File: config.mk
export PLATFORM = sky130hd
export DESIGN_NAME = bsg_priority_dequeue
export DESIGN_NICKNAME = d
export VERILOG_FILES = /design/src/rtl/bsg_priority_dequeue.sv
export SDC_FILE = /design/constraint.sdc
export NUM_CORES = 1
export LEC_CHECK = 0
export ABC_AREA = 1
export CAP_MARGIN = 15
export CORE_ASPECT_RATIO = 0.75
export CORE_UTILIZATION = 65
export DETAILED_ROUTE_END_ITERATION = 8
export DONT_BUFFER_PORTS = 1
export GPL_TIMING_DRIVEN = 1
export PLACE_DENSITY = 0.84
export SYNTH_ARGS = -nofsm -noshare
export SYNTH_HDL_FRONTEND = slang
export SYNTH_SLANG_ARGS = --single-unit
File: constraint.sdc
create_clock -name clk_i -period 5.2 [get_ports clk_i]
set_clock_uncertainty 0.1 [all_clocks]
set_input_delay 0.78 -clock clk_i [delete_from_list [all_inputs] [get_ports clk_i]]
set_output_delay 0.78 -clock clk_i [all_outputs]
set_load 0.02 [all_outputs]
File: src/rtl/bsg_priority_dequeue.sv
// Collects sparse request bits and issues one pending index per cycle; optional rotating priority via BSG_PRIORITY_DEQUEUE_ROUND_ROBIN_EN.
// Latency: set_i in cycle t -> pending_o at t+1 -> v_o/addr_o at t+2. Backpressure: v_o/addr_o hold until yumi_i; pending keeps accumulating.
module bsg_priority_dequeue #(
  parameter int width_p         = 16,
  parameter int lg_width_p      = $clog2(width_p),
  parameter int dup_cnt_width_p = 8
) (
  input  logic                       clk_i,
  input  logic                       reset_n_i,
  input  logic                       set_v_i,
  input  logic [width_p-1:0]         set_i,
  output logic                       v_o,
  output logic [lg_width_p-1:0]      addr_o,
  input  logic                       yumi_i,
  output logic [width_p-1:0]         pending_o,
  output logic                       empty_o,
  output logic [dup_cnt_width_p-1:0] dup_cnt_o
);

  logic [width_p-1:0]         pending_r;
  logic                       v_r;
  logic [lg_width_p-1:0]      addr_r;
  logic [dup_cnt_width_p-1:0] dup_cnt_r;

  logic                       sel_v;
  logic [lg_width_p-1:0]      sel_idx;
  logic                       load;
  logic [width_p-1:0]         clear_mask;
  logic [width_p-1:0]         set_mask;
  logic                       dup_hit;

  assign sel_v = |pending_r;

`ifdef BSG_PRIORITY_DEQUEUE_ROUND_ROBIN_EN
  logic [lg_width_p-1:0] last_r;
  logic [lg_width_p-1:0] start_idx;
  logic [lg_width_p-1:0] probe_idx;

  // Index arithmetic wraps naturally because width_p is a power of two.
  assign start_idx = last_r + lg_width_p'(1);

  always_comb begin
    sel_idx   = '0;
    probe_idx = '0;
    for (int k = width_p - 1; k >= 0; k--) begin
      probe_idx = start_idx + lg_width_p'(k);
      if (pending_r[probe_idx]) sel_idx = probe_idx;
    end
  end

  always_ff @(posedge clk_i or negedge reset_n_i) begin
    if (!reset_n_i) last_r <= lg_width_p'(width_p - 1);
    else if (load)  last_r <= sel_idx;
  end
`else
  always_comb begin
    sel_idx = '0;
    for (int i = width_p - 1; i >= 0; i--) begin
      if (pending_r[i]) sel_idx = lg_width_p'(i);
    end
  end
`endif

  assign load       = sel_v & (~v_r | yumi_i);
  assign clear_mask = load ? (width_p'(1) << sel_idx) : '0;
  assign set_mask   = set_v_i ? set_i : '0;
  // A bit re-set in its own clear cycle stays pending, so it is not a duplicate.
  assign dup_hit    = |(set_mask & pending_r & ~clear_mask);

  always_ff @(posedge clk_i or negedge reset_n_i) begin
    if (!reset_n_i) begin
      pending_r <= '0;
      v_r       <= 1'b0;
      addr_r    <= '0;
      dup_cnt_r <= '0;
    end else begin
      pending_r <= (pending_r & ~clear_mask) | set_mask;
      if (load) begin
        v_r    <= 1'b1;
        addr_r <= sel_idx;
      end else if (yumi_i) begin
        v_r <= 1'b0;
      end
      if (dup_hit && (dup_cnt_r != '1))
        dup_cnt_r <= dup_cnt_r + dup_cnt_width_p'(1);
    end
  end

  assign v_o       = v_r;
  assign addr_o    = addr_r;
  assign pending_o = pending_r;
  assign empty_o   = ~sel_v & ~v_r;
  assign dup_cnt_o = dup_cnt_r;

endmodule

==> metrics.txt, run 1 <==
Worst-Skew Late Latency=0.28 ns; CTS resizes=0; die area=3132 sq um; CTS sink count=29; Max-cap violations=0; Port Buffer Count=0; number of I/O pins=50; Fillers=214; Slew headroom=0.5835; global route overflow=0; Worst-path clk slew=0.07 ns; Netlist Area Pre-Place=1892 sq um; R2R Path Start=pending_o[1]$_DFF_PN0_; ANT cells=0; share of cells above drive strength 1=0.1573; R2R cell count=16; Final ANT Viol Nets=0; GRT Util Overall=0.3210; Yosys reg bits=29; DR iter-0 viols=190; drt drc=0; Layout area overhead=6.746%; GP Congestion=0.8840; crit path cell chain=inv_1, nand2_1, nor3_1, nand2_1, nor3_1; postcts setup bufs=0; asr flop ratio synth=1.000; number of distinct library cells after synthesis=31; setup_tns=0 ns; Crit Path Category=reg -> out; Fmax=approximately 340 MHz; CP peak stage delay=~0.52 ns; initial antenna violation count=0; CP Depth=5; first-pass GRT wire length=7603 um; final hold violation count=0; Static Leak=between 1 and 1.5 nW; vias in the first global route=between 1500 and 2000; DP Wirelength=between 3000 and 4000 um; Worst setup SP type=flop; initial core utilization=0.7052; predominant post-synthesis flop cell=dfrtp_1; Max Transition Viols Final=0; FP Rows=16; Buf/Inv on CP=1; Cells after Synth=approximately 260; Final setup viols=0; Power Dens Cells=roughly 400 nW/um^2; actual transition at the worst max-transition pin=slightly above 0.6 ns; Placed Instances=between 200 and 300; Avg Cell Area, Syn=between 7 and 8 sq um; minimum clock period=~3 ns; syn_nets=between 200 and 300; Max FO, Critical Path=4; Core ar.=2683 sq um; total CTS buffers=5; Post-CTS Hold Fix Bufs=0; yosys warns=0; crit-path leading delay family=simple AND/OR/NAND/NOR gates; Post-Route WL=4430 um; Die X=64.30 um; routed length per instance=roughly 15 um; utilization after layout=0.7528; via count=1706; Longest Clk Path Bufs=2; fin crit share=0.5668; critical path endpoint category=output pin; post-route insts no fill=slightly above 300; slowest stage cell, crit path=nor3_1; Final #Nets=around 290; die span in y=just under 50 um; VDD IR max=about 0.3 mV; largest net degree at the start of global routing=30; Seq/Total Area, Yosys=0.3836; H-tree Lvls=2; RSZ-0062 raised after global routing=false; worst min path class=in -> async; Post-synth EDFFs=0; reg2reg setup slack=2.33 ns; Worst Path Arrival=~2.1 ns; root buf cell=clkbuf_8; first drt pass iteration count=4; CTS tree=done; CP required=~4.3 ns; status=complete, no violations; Vias/cell=around 5.6; reg2reg end=dup_cnt_o[6]$_DFFE_PN0P_
## cell families after synthesis
logic type / count (synthesis) / synth area share
AO/OA/AOI/OAI: 15 / 0.05291
XOR/XNOR: 4 / 0.01852
adder cells (fa/ha/maj): 1 / 0.006613
buffers and inverters: 45 / 0.09723
flip-flops: 29 / 0.3836
AND/OR/NAND/NOR: 168 / 0.4411
## cells in the final DEF (no fill, tap or decap), drive strengths merged
cell type / instances
a21oi: 1
clkbuf: 7
clkinv: 5
dfrtp: 29
ha: 1
inv: 38
nand2: 103
nand3: 23
nand3b: 3
nand4: 13
nor2: 20
nor3: 4
nor4: 2
o21ai: 13
o21bai: 1
xnor2: 1
xor2: 3
## stage by stage
stage	hold slack (ns)	setup WS [ns]	area, sq um	power, W
finish	0.08763	2.252	2019	0.0008039
global route	0.07747	2.071	2019	0.0008525
CTS	0.08310	2.289	2019	0.0008036
detailed placement	0.3851	2.397	1918	0.0005979
global placement	0.3850	2.451	1918	0.0005905
floorplan	0.3844	2.838	1892	0.0005491
## worst max-delay path by stage
| stage | endpoint | slack (ns) | from |
|---|---|---|---|
| CTS | empty_o | 2.29 | pending_o[14]$_DFF_PN0_ |
| finish | empty_o | 2.25 | pending_o[14]$_DFF_PN0_ |
| floorplan | empty_o | 2.84 | pending_o[0]$_DFF_PN0_ |
| global placement | dup_cnt_o[1]$_DFFE_PN0P_ | 2.45 | yumi_i |
| global route | dup_cnt_o[1]$_DFFE_PN0P_ | 2.07 | pending_o[1]$_DFF_PN0_ |
| detailed placement | dup_cnt_o[7]$_DFFE_PN0P_ | 2.40 | yumi_i |
## cell usage after synthesis, types with 4 or more instances
master / count / area [sq um]
o21ai_0: 7 / 35.03
nor2_1: 15 / 56.30
nand3_1: 22 / 110.1
nor2_2: 4 / 25.02
inv_1: 30 / 112.6
dfrtp_1: 29 / 725.7
nand4_1: 10 / 62.56
nand2_4: 4 / 45.04
inv_2: 7 / 26.28
nand2_1: 93 / 349.1
nand2_2: 6 / 37.54
## cell type report
class,instances,area [sq um],share of cell area
well taps,36,45.04,0.02230
inverters,42,165.2,0.08178
clock buffers,7,96.34,0.04771
flip-flops and latches,29,725.7,0.3594
clock inverters,1,5.005,0.002478
multi-input cells,188,982.2,0.4864
## flip-flops by register name, indices dropped and copies added (netlist names)
name,flops
dup_cnt_o,8
pending_o,16
v_o,1
addr_o,4
## worst reg2reg max path: stages, from the launching register on
cell and delay, ns:
dfrtp_1 0.52, inv_2 0.10, nand2_2 0.14, nor3_4 0.06, nand2_1 0.13, inv_2 0.07, nor2_1 0.33, inv_1 0.27
o21ai_1 0.18, nand2_1 0.08, clkinv_1 0.06, nand3_1 0.09, nor2_2 0.10, nand3_2 0.21, nand2_2 0.20, nand2_1 0.09
nand2_1 0.07
## layer usage
layer  wire (um)  vias to the layer above  part of all wire  global-route usage
met5           0                        -                 0                   0
met4           8                        0            0.0018             0.06667
met3         555                        2              0.13              0.1108
met1        2004                      755              0.45              0.4580
li1            -                      836                 -                   -
met2        1863                      113              0.42              0.4719
## power by group
| group | internal (W) | switching [W] | total (W) |
|---|---|---|---|
| clock network | 0.000119 | 0.0000839 | 0.000203 |
| registers | 0.000269 | 0.000117 | 0.000386 |
| logic | 0.0000761 | 0.000138 | 0.000214 |
(Power assumes the default switching activity.)
==> inputs of run 2 (changes only) <==
--- a/config.mk
+++ b/config.mk
@@ -8,11 +8,11 @@
 export ABC_AREA = 1
 export CAP_MARGIN = 15
 export CORE_ASPECT_RATIO = 0.75
-export CORE_UTILIZATION = 65
+export CORE_UTILIZATION = 63
 export DETAILED_ROUTE_END_ITERATION = 8
 export DONT_BUFFER_PORTS = 1
 export GPL_TIMING_DRIVEN = 1
-export PLACE_DENSITY = 0.84
+export PLACE_DENSITY = 0.82
 export SYNTH_ARGS = -nofsm -noshare
 export SYNTH_HDL_FRONTEND = slang
 export SYNTH_SLANG_ARGS = --single-unit
==> constraint.sdc (replaced) <==
create_clock -name clk_i -period 2.91 [get_ports clk_i]
set_clock_uncertainty 0.1 [all_clocks]
set_input_delay 0.4365 -clock clk_i [delete_from_list [all_inputs] [get_ports clk_i]]
set_output_delay 0.4365 -clock clk_i [all_outputs]
set_load 0.02 [all_outputs]
==> run 2 against run 1 <==
Net effect: worst hold slack better by 0.095 ns; worst setup slack worse by 2.0 ns; largest cell class unchanged; utilization up 1.3 points; critical path type is now reg -> reg; global-route usage fell by 1.5 points; critical path depth increased by 12; non-clock buffer count grew 7.
==> metrics.txt, run 2 (synthesis results as in run 1) <==
root buf cell=clkbuf_8; Max FO, Critical Path=11 (+7); Seq. cell area=728.2 sq um (+0.34%); Max Transition Viols Final=0 (unchanged); setup_tns=0 ns (unchanged); Power, Total=0.001416 W (+76%); Worst-path clk slew=0.06 ns (about the same); routed length per instance=14.47 um (-1.0%); first drt pass iteration count=5 (+1); VDD IR max=0.7065 mV (+130%); worst-case hold slack=0.1824 ns (+0.09478 ns); commonest non-fill, non-tap cell in the layout=nand2_1; Crit Path Category=reg -> reg; Slew headroom=0.6317 (+0.04819); total CTS buffers=5 (unchanged); Crit. Startpoint=pending_o[0]$_DFF_PN0_; design area=2085 sq um (+3.2%); critical path endpoint category=flop; Core ar.=2723 sq um (+1.5%); die span in y=49.46 um (+1.5%); final hold violation count=0 (unchanged); flip-flop count of the largest register after layout=16 (unchanged); GRT Util Overall=0.3065 (-0.01454); Final ANT Viol Nets=0 (unchanged); Port Buffer Count=0 (unchanged); H-tree Lvls=2 (unchanged); die area=3228 sq um (+3.1%); worst min path class=in -> reg; ANT cells=0 (unchanged); number of I/O pins=50 (unchanged); via count=1715 (+0.53%); Post-DP Area=1956 sq um (+2.0%); CTS sink count=29 (unchanged); Max-cap violations=0 (unchanged); most frequent cells in the layout=nand2_1, inv_1, dfrtp_1, nand3_1, nor2_1; hold path startpoint=set_v_i; minimum clock period=~2.7 ns; actual transition at the worst max-transition pin=0.5482 ns (-0.07173 ns); GP Congestion=0.9478 (+7.2%); Final setup viols=0 (unchanged); Worst setup SP type=flop; postcts setup bufs=0 (unchanged); Worst-Skew Late Latency=0.29 ns (about the same); CTS tree=done; initial core utilization=0.6949 (-0.01037); Worst Path Arrival=2.81 ns (+0.74 ns); Longest Clk Path Bufs=2 (unchanged); Post-Route WL=4472 um (+0.95%); share of cells above drive strength 1=0.1795 (+0.02218); first-pass GRT wire length=7341 um (-3.4%); R2R Path Start=pending_o[0]$_DFF_PN0_; RSZ-0062 raised after global routing=false; global route overflow=0 (unchanged); status=complete, no violations; Fmax=around 370 MHz; Fillers=205 (-4.2%); drt drc=0 (unchanged); Power Dens Cells=679.2 nW/um^2 (+71%); initial antenna violation count=0 (unchanged); worst slack at placement=0.1886 ns (-2.208 ns); reg2reg setup slack=0.22 ns (-2.11 ns); Die X=65.28 um (+1.5%); Static Leak=1.128 nW (+2.4%); DR iter-0 viols=133 (-30%); fin crit share=0.9254; Vias/cell=5.550 (-1.4%); Worst Setup Slack, final=0.2172 ns (-2.035 ns); FP Rows=16 (unchanged); vias in the first global route=1606 (-2.8%); Final #Nets=294 (+2.4%); largest net degree at the start of global routing=30 (unchanged); Layout area overhead=10.19%; CP required=3.03 ns (-1.29 ns); DP Wirelength=3273 um (-3.7%); multi-input combinational cell area=992.2 sq um (+1.0%)
## run 2: layout make-up
type	count	share of cell area
Multi-Input combinational cell	188	0.4760
Sequential cell	29	0.3493
Inverter	42	0.07923
Clock buffer	7	0.04142
Timing Repair Buffer	7	0.03241
Tap cell	36	0.02161
## run 2: final timing paths
check	endpoint	cells after the start
min in group asynchronous	pending_o[11]$_DFF_PN0_	2
hold / removal	pending_o[10]$_DFF_PN0_	2
setup reg to reg	dup_cnt_o[0]$_DFFE_PN0P_	17
max in group asynchronous	pending_o[12]$_DFF_PN0_	2
setup / recovery	dup_cnt_o[0]$_DFFE_PN0P_	17
hold reg to reg	pending_o[12]$_DFF_PN0_	2
## run 2: report_power, final
group	total [W]	switching, W	internal, W
Combinational	0.000398	0.000257	0.000141
Sequential	0.000688	0.000207	0.000481
Clock	0.000329	0.000143	0.000187
## run 2: repair_timing
action	4_1_cts	5_1_grt
setup endpoints to repair	0	6
hold buffers	2	0
hold endpoints to repair	29	0
resized for setup	0	4
## run 2: stage by stage
step / util / cells
after detailed placement: 0.7183 / 300
after CTS: 0.7610 / 309
after global placement: 0.7183 / 300
after global routing: 0.7656 / 309
after floorplan: - / 262
final: 0.7656 / 309
## run 2: critical path, cell delays in order (launching register included)
cell and delay, ns:
dfrtp_1 0.50, inv_4 0.16, nand2_2 0.11, nor3_4 0.18, nand2_1 0.14, inv_2 0.11
nand2_2 0.10, nor2_8 0.14, nand4_1 0.14, nand3b_1 0.12, nand2_1 0.07, clkinv_1 0.04
nand2_1 0.04, nor2_1 0.20, nand3_4 0.17, nand2_2 0.16, nand2_1 0.08, nand2_1 0.08
## run 2: metal layers
layer	track usage	wire, um	up-vias	part of all wire
met4	0.1196	97	0	0.022
li1	-	-	849	-
met3	0.08565	398	15	0.089
met5	0	0	-	0
met1	0.4322	1988	764	0.44
met2	0.4450	1987	87	0.44
==> inputs of run 3 (changes only) <==
==> constraint.sdc (replaced) <==
create_clock -name clk_i -period 2.6 [get_ports clk_i]
set_clock_uncertainty 0.1 [all_clocks]
set_input_delay 0.39 -clock clk_i [delete_from_list [all_inputs] [get_ports clk_i]]
set_output_delay 0.39 -clock clk_i [all_outputs]
set_load 0.02 [all_outputs]
==> run 3 against run 2 <==
Net effect: via count is 15% higher; critical path type unchanged; worst hold slack lost 0.063 ns; sequential cell count unchanged; clock power is 10% higher; sequential share of layout area decreased by 3.6 points; sequential power rose by 7.0%; cell area grew 11%; worst setup slack worse by 0.29 ns; global-route usage increased by 5.3 points; die area unchanged; clock-buffer cell count grew 1; the run now ends with negative setup slack left; final cell count rose by 6.8%.
==> metrics.txt, run 3 (synthesis results as in run 1) <==
Fillers=164 (-20%); Die X=65.28 um (unchanged); Max FO, Critical Path=6 (-5); largest net degree at the start of global routing=30 (unchanged); status=finished with violations; total CTS buffers=5 (unchanged); flip-flop count of the largest register after layout=16 (unchanged); RSZ-0062 raised after global routing=true; GRT Util Overall=0.3591 (+0.05266); CTS tree=done; Final setup viols=7 (+7); Slew headroom=0.6404 (+0.008758); Worst setup SP type=flop; Max-cap violations=0 (unchanged); Vias/cell=5.958 (+7.3%); actual transition at the worst max-transition pin=0.5373 ns (-0.01090 ns); Core ar.=2723 sq um (unchanged); drt drc=0 (unchanged); Crit Path Category=reg -> reg; CP peak stage delay=0.54 ns (+0.04 ns); Power Dens Cells=747.8 nW/um^2 (+10%); Worst Setup Slack, final=-0.07273 ns (-0.2900 ns); first drt pass iteration count=5 (unchanged); number of I/O pins=50 (unchanged); H-tree Lvls=2 (unchanged); design area=2315 sq um (+11%); Crit path top cell by count=nand2_1; commonest non-fill, non-tap cell in the layout=nand2_1; Layout area overhead=22.35%; Fmax=374.2 MHz (+0.75%); Post-DP Area=2068 sq um (+5.8%); most frequent cells in the layout=nand2_1, inv_1, dfrtp_1, buf_4, nand3_1; Port Buffer Count=0 (unchanged); GP Congestion=0.9896 (+4.4%); worst min path class=in -> reg; DP Wirelength=3652 um (+12%); final hold violation count=0 (unchanged); Longest Clk Path Bufs=2 (unchanged); vias in the first global route=1791 (+12%); DR iter-0 viols=286 (+120%); Worst-path clk slew=0.06 ns (about the same); Final ANT Viol Nets=0 (unchanged); Final #Nets=314 (+6.8%); failing checks=negative setup slack; Static Leak=1.215 nW (+7.7%); ANT cells=0 (unchanged); die area=3228 sq um (unchanged); Worst Path Arrival=2.79 ns (-0.02 ns); slowest stage cell, crit path=dfrtp_1; Post-Route WL=5802 um (+30%); routed length per instance=17.58 um (+21%); via count=1966 (+15%); worst-case hold slack=0.1192 ns (-0.06323 ns); worst slack at placement=0.07863 ns (-0.1100 ns); CTS sink count=29 (unchanged); initial core utilization=0.6949 (unchanged); critical path endpoint category=flop; minimum clock period=2.673 ns (-0.02004 ns); global route overflow=0 (unchanged); CP required=2.72 ns (-0.31 ns); crit path cell chain=inv_2, nand2_1, nand2_1, nand2_1, nand2_1, nand2_1, nand2_1, nand2_1, nand2_2, nand2_4, nand4_1, inv_1, nand2_1, nand3_1, nand2_1, clkinv_1, nand2_2, nor2_4, nand3_4, nand2_4, nand2_1, nand2_1; root buf cell=clkbuf_8; initial antenna violation count=0 (unchanged); Max Transition Viols Final=0 (unchanged); fin crit share=1.028 (+0.1026); die span in y=49.46 um (unchanged); Worst-Skew Late Latency=0.28 ns (about the same); share of cells above drive strength 1=0.2415 (+0.06201); FP Rows=16 (unchanged); first-pass GRT wire length=8535 um (+16%); VDD IR max=0.6587 mV (-6.8%)
run 3: cell types whose count changed in the layout (fill, tap and decap cells not counted), moves of 2 or more:
cell	before	now
dfrtp_2	2	0
nand2_1	93	91
nor2_4	0	3
buf_4	5	24
nand4_2	3	1
nand3_1	22	20
dfrtp_1	27	29
clkbuf_1	1	3
nand3_2	0	3
nor2_2	5	2
nand2_8	0	3
nand4_4	0	2
run 3: path summary, 6_finish.rpt:
check	startpoint	to	slack (ns)	depth (start not counted)
min reg2reg	pending_o[6]$_DFF_PN0_	pending_o[6]$_DFF_PN0_	0.54	3
max	pending_o[11]$_DFF_PN0_	dup_cnt_o[4]$_DFFE_PN0P_	-0.07	22
min	set_v_i	pending_o[1]$_DFF_PN0_	0.12	2
max in group asynchronous	reset_n_i	dup_cnt_o[4]$_DFFE_PN0P_	1.77	2
min in group asynchronous	reset_n_i	pending_o[11]$_DFF_PN0_	0.46	2
max reg2reg	pending_o[11]$_DFF_PN0_	dup_cnt_o[4]$_DFFE_PN0P_	-0.07	22
run 3: repair_timing:
action / CTS / global route
hold endpoints to repair: 29 / 0
resized for setup: 0 / 18
buffers inserted: 0 / 4
hold buffers: 2 / 0
setup endpoints to repair: 0 / 8
run 3: critical path, delay by kind of cell, from the launching register on:
| kind | cells | cell delay [ns] |
|---|---|---|
| buffers and inverters | 3 | 0.28 |
| flip-flops | 1 | 0.54 |
| AND/OR/NAND/NOR | 19 | 1.68 |
run 3: routing by layer:
layer,routed length [um],vias up,track usage
met3,582,33,0.1065
met2,2746,129,0.5670
met4,227,0,0.1051
li1,-,895,-
met1,2246,909,0.4761
met5,0,-,0
run 3: final cells by class:
cell class	instances	area [sq um]	area share
multi-input cells	189	1086	0.4692
flip-flops and latches	29	725.7	0.3135
repair buffers	26	210.2	0.09081
well taps	36	45.04	0.01946
clock buffers	8	80.08	0.03459
inverters	42	167.7	0.07243
run 3: metrics by stage:
stage	utilization	setup TNS, ns	instances	total power, W
2_1_floorplan	-	0	262	0.001098
3_5_place_dp	0.7597	0	315	0.001233
4_1_cts	0.8001	0	325	0.001610
5_1_grt	0.8502	-1.176	330	0.001815
6_report	0.8502	-0.2987	330	0.001731
3_3_place_gp	0.7597	0	315	0.001208
run 3: power breakdown:
group | internal (W) | total (W) | switching (W)
Sequential | 0.000539 | 0.000736 | 0.000197
Clock | 0.000190 | 0.000362 | 0.000172
Combinational | 0.000218 | 0.000633 | 0.000415
